==> config.mk <==
export PLATFORM = sky130hd
export DESIGN_NAME = div66_by_33
export DESIGN_NICKNAME = d
export VERILOG_FILES = /design/src/rtl/div66_by_33.sv
export SDC_FILE = /design/constraint.sdc
export NUM_CORES = 1
export LEC_CHECK = 0
export BUFFER_PORTS_ARGS = -buffer_cell sky130_fd_sc_hd__buf_2
export CORE_AREA = 2 2 148 150
export DETAILED_ROUTE_END_ITERATION = 6
export DIE_AREA = 0 0 150 152
export HOLD_SLACK_MARGIN = 0.03
export PLACE_DENSITY_LB_ADDON = 0.1
export SLEW_MARGIN = 10
export SYNTH_ARGS = -nofsm -noshare
export SYNTH_HDL_FRONTEND = slang
export SYNTH_SLANG_ARGS = --single-unit
==> constraint.sdc <==
create_clock -name clk -period 3.8 [get_ports clk]
set_input_delay 0.19 -clock clk [delete_from_list [all_inputs] [get_ports clk]]
set_output_delay 0.19 -clock clk [all_outputs]
set_load 0.01 [all_outputs]
==> src/rtl/div66_by_33.sv <==
// 66/33-bit unsigned restoring divider, 33 iterations per operation.
// Optional overflow early-out: define DIV66_BY_33_OVF_DETECT_EN.
module div66_by_33 (
  input  logic        clk,
  input  logic        reset,
  input  logic        start,
  input  logic [65:0] dividend,
  input  logic [32:0] divisor,
  output logic        busy,
  output logic        done,
  output logic [32:0] quotient,
  output logic [32:0] remainder,
  output logic        dbz,
  output logic        ovf
);

  typedef enum logic [1:0] {
    IDLE = 2'd0,
    RUN  = 2'd1,
    FIN  = 2'd2
  } state_t;

  state_t      state;
  state_t      state_nx;
  logic [5:0]  cnt;
  logic [33:0] prem;
  logic [32:0] dvd_lo;
  logic [32:0] dvs;
  logic [32:0] qsh;
  logic        sp_dbz;
  logic        sp_ovf;
  logic        accept;
  logic        last;
  logic        ge;
  logic [33:0] shifted;
  logic [33:0] sub;
  logic [33:0] prem_nx;
  logic        ovf_hit;

`ifdef DIV66_BY_33_OVF_DETECT_EN
  assign ovf_hit = (divisor != 33'd0) && (dividend[65:33] >= divisor);
`else
  assign ovf_hit = 1'b0;
`endif

  assign accept = start && (state != RUN);
  assign last   = (state == RUN) &&
                  (sp_dbz || sp_ovf || (cnt == 6'd32));

  // State register
  always_ff @(posedge clk or negedge reset) begin
    if (!reset) state <= IDLE;
    else        state <= state_nx;
  end

  // Next-state logic
  always_comb begin
    state_nx = state;
    unique case (state)
      IDLE:    if (start) state_nx = RUN;
      RUN:     if (last)  state_nx = FIN;
      FIN:     state_nx = start ? RUN : IDLE;
      default: state_nx = IDLE;
    endcase
  end

  // Status outputs decoded from state
  always_comb begin
    busy = (state == RUN);
    done = (state == FIN);
  end

  // One restoring step: shift in next dividend bit, trial subtract
  always_comb begin
    shifted = {prem[32:0], dvd_lo[32]};
    sub     = shifted - {1'b0, dvs};
    ge      = (shifted >= {1'b0, dvs});
    prem_nx = ge ? sub : shifted;
  end

  // Operand capture, iteration and result registers
  always_ff @(posedge clk or negedge reset) begin
    if (!reset) begin
      cnt       <= '0;
      prem      <= '0;
      dvd_lo    <= '0;
      dvs       <= '0;
      qsh       <= '0;
      sp_dbz    <= 1'b0;
      sp_ovf    <= 1'b0;
      quotient  <= '0;
      remainder <= '0;
      dbz       <= 1'b0;
    end else begin
      unique case (1'b1)
        accept: begin
          cnt    <= '0;
          prem   <= {1'b0, dividend[65:33]};
          dvd_lo <= dividend[32:0];
          dvs    <= divisor;
          qsh    <= '0;
          sp_dbz <= (divisor == 33'd0);
          sp_ovf <= ovf_hit;
          dbz    <= 1'b0;
        end
        (state == RUN): begin
          cnt    <= cnt + 6'd1;
          prem   <= prem_nx;
          dvd_lo <= {dvd_lo[31:0], 1'b0};
          qsh    <= {qsh[31:0], ge};
          if (sp_dbz) begin
            quotient  <= '1;
            remainder <= dvd_lo;
            dbz       <= 1'b1;
          end else if (sp_ovf) begin
            quotient  <= '1;
            remainder <= '0;
          end else if (cnt == 6'd32) begin
            quotient  <= {qsh[31:0], ge};
            remainder <= prem_nx[32:0];
          end
        end
        default: ;
      endcase
    end
  end

`ifdef DIV66_BY_33_OVF_DETECT_EN
  // Overflow flag, raised on the early-out completion
  always_ff @(posedge clk or negedge reset) begin
    if (!reset)                          ovf <= 1'b0;
    else if (accept)                     ovf <= 1'b0;
    else if (state == RUN && sp_ovf &&
             !sp_dbz)                    ovf <= 1'b1;
  end
`else
  assign ovf = 1'b0;
`endif

endmodule

==> impl_metrics.yaml <==
global_routing:
  grt_use_total_pct: 31.15
  overflow: 0
  antenna_found_initial: 0
  first_global_vias: 10610
  grt_max_degree: 126
  grt_pass1_wl_um: 56250
setup_path:
  cp_max_fo: 13
  rr_worst_depth: 10
  crit_family: "simple AND/OR/NAND/NOR gates"
  r2r-end: "remainder[6]"
  critical_path_class: "flip-flop to flip-flop"
  cp-end-kind: "flip-flop"
  required_ns: 4.19
  start_kind: "flip-flop"
  r2r_slack_ns: 0.34
  cp.arrival_ns: 3.85
  reg2reg_from: "prem[19]"
  crit_buf_inv: 1
  critPathMaxStageDelay_ns: 0.50
  worstPathCellList: "ha_1, or2_1, and3_1, or4_1, a41o_1, a221oi_4, nand2_4, buf_4, mux2i_1, o21ai_0"
  cp_slowest_cell: "a221oi_4"
timing:
  tightest_slew_ns: 0.9463
  finalCriticalPeriod_ns: 3.459
  setup_viol: 0
  rsz0062_at_grt: "no"
  hold_slack_ns: 0.05580
  fin_tns_setup_ns: 0
  fmax_ghz: 0.2891
  post-route-period-util_pct: 91.03
  drv_slew: 0
  finClkSkew_ns: 0.01184
  slew_headroom_pct: 36.33
  finalHoldViolCount: 0
layout:
  syn_to_final_growth_pct: 24.89
  drive_gt1_share_pct: 18.77
  fin_nets: 1626
  fillers: 1795
  diodes: 0
clock_tree:
  clk_path_buf_depth: 3
  cts_max_level: 1
  post-cts-setup-buffer-count: 0
  cts.sinks: 207
  hold_buffers: 98
  cts_tree: "done"
  numCtsBuffers: 24
  path_clk_slew_ns: 0.06
  cts-resized-gates: 0
  root_buffer: "clkbuf_16"
  clk_latency_ns: 0.53
synthesis:
  synth_fp_nets: 1391
  synth.area.top_cells: "dfrtp_1 (45%), mux2i_1 (5.2%), a21oi_1 (5.2%)"
  syn_area_per_cell_um2: 9.190
  synth_simple_gate_area_share_pct: 15.33
  synthMuxAreaShare_pct: 8.736
  yosys.area.top_type_share_pct: 44.99
  synth_edf_count: 0
  yosysTopAreaCell: "dfrtp_1"
  synth_most_common_cell: "dfrtp_1"
  async_flop_share_pct: 100.0
  yosysWarnings: 0
  synth_cell_types: 69
  synth_top_family_by_area: "compound AO/OA/AOI/OAI gates"
  yosysSeqAreaShare_pct: 44.99
  synth_cells: 1253
  synth-adder-area-share_pct: 3.977
  synthTopCellsByCount: "dfrtp_1 (207), nand2_1 (143), a21oi_1 (119)"
  synth-compound-area-share_pct: 20.52
  synth-xor-area-share_pct: 1.825
  synth_flop_cell: "dfrtp_1"
  synth_area_um2: 11510
  ys_ff_latch: 207
power_and_ir_drop:
  combPwrFrac_pct: 57.6
  irDropWorstVdd_uv: 521.5
  pwr-share-clk_pct: 15.2
  internal_power_w: 0.008083
  swShare_pct: 46.11
  power.leakage_nw: 6.867
  seqPwrFrac_pct: 27.3
  power.density_nw_per_um2: 1043
  switchingPower_w: 0.006916
  power_w: 0.01500
min_path:
  hold_end: "dvd_lo[32]"
  min_from: "dividend[32]"
  hold_depth: 3
  hold_path_class: "input port to flip-flop"
placed_design:
  dp_hpwl_um: 24380
  port_buffers: 170
  place_congestion: 1.003
detailed_routing:
  vias: 10630
  drt-total-wl_um: 35410
  drtIter0Drc: 710
  remaining_drc_errors: 0
  wl_per_cell_um: 19.87
  antenna_left: 0
  drt_pre_antenna_iters: 6
  detail_route.vias_per_cell: 5.962
floorplan:
  die_h_um: 152
  design.core.area_um2: 21350
  dieArea_um2: 22800
  std_cell_rows: 54
  die_width_um: 150
  top_level_ports: 172
  start_util_pct: 53.93
run_status:
  outcome: "finished clean"
job:
  maxCapViolations: 0
## power by group through the flow
stage	sequential, W	clock, W	combinational [W]
after detailed placement	0.00411	0	0.00838
after floorplan	0.00393	0	0.00593
after CTS	0.00408	0.00231	0.00852
after global routing	0.00419	0.00240	0.00947
final	0.00409	0.00227	0.00864
after global placement	0.00409	0	0.00826
## per-stage QoR
| step | utilization (%) | cell area, µm² | setup slack (ns) | cells |
|---|---|---|---|---|
| global route | 67.36 | 14380 | 0.1754 | 1782 |
| global placement | 59.15 | 12630 | 0.5407 | 1644 |
| detailed placement | 59.15 | 12630 | 0.4471 | 1644 |
| CTS | 67.36 | 14380 | 0.4107 | 1782 |
| floorplan | - | 11510 | 0.7602 | 1253 |
| finish | 67.36 | 14380 | 0.3409 | 1782 |
## placed cells by master, fill, tap and decap left out, types with 4 or more instances in the layout
cell type,n
dlygate4sd3_1,98
nor2b_1,31
buf_4,25
nand3_1,17
mux2i_1,60
and4_1,6
dfrtp_1,207
nor2_1,57
o211ai_1,5
o21ai_0,106
a31oi_1,10
inv_1,44
nor4_1,11
and3_1,37
clkbuf_1,5
xor2_1,11
o21ai_1,24
or3_1,6
o31ai_1,4
a21o_1,16
xnor2_1,13
o21a_1,8
and2_1,7
buf_2,168
nand2_1,143
nor3_1,15
nand4_1,12
a211oi_1,33
clkbuf_8,7
a21oi_1,119
mux2_2,36
ha_1,35
clkbuf_16,24
or2_2,5
o22ai_1,32
## area by class of cell
cell class,count,area [µm²],share of cell area [%]
clock buffer,35,701.9,4.881
clock inverter,5,68.82,0.4785
inverter,47,181.4,1.262
multi-input combinational,913,5816,40.44
sequential,207,5180,36.02
tap,280,350.3,2.436
timing repair buffer,295,2083,14.49
## routing by layer
metal / wire length [µm] / global-route usage [%] / up-vias
met5: 0 / 0 / -
met4: 1492 / 12.98 / 0
met3: 1940 / 4.174 / 83
met2: 17580 / 52.90 / 383
met1: 14400 / 39.91 / 5174
li1: - / - / 4985
## tightest hold or removal path, cell delays in order
cell	delay (ns)
buf_2	0.12
mux2i_1	0.08
o21ai_0	0.15
## flip-flops by register name, summed over array words and instances (netlist names)
name	cells
dvs	33
cnt	6
qsh	32
remainder	33
prem	33
quotient	33
sp_dbz	1
dvd_lo	33
dbz	1
state	2
## worst max path at each step
stage	cells after the start	endpoint	start	slack [ns]
floorplan	10	remainder[21]	prem[18]	0.76
global placement	10	remainder[6]	prem[19]	0.54
detailed placement	10	prem[18]	prem[19]	0.45
CTS	10	prem[12]	prem[19]	0.41
global route	10	prem[12]	prem[19]	0.18
finish	10	remainder[6]	prem[19]	0.34
## logic make-up after synthesis
kind of cell    count (synthesis)
simple gates                  362
mux                            96
other cells                     1
compound gates                394
fa+ha+maj                      36
buf+inv                       133
flops                         207
xor+xnor                       24
Note: power is estimated with default switching activity, not from simulation.
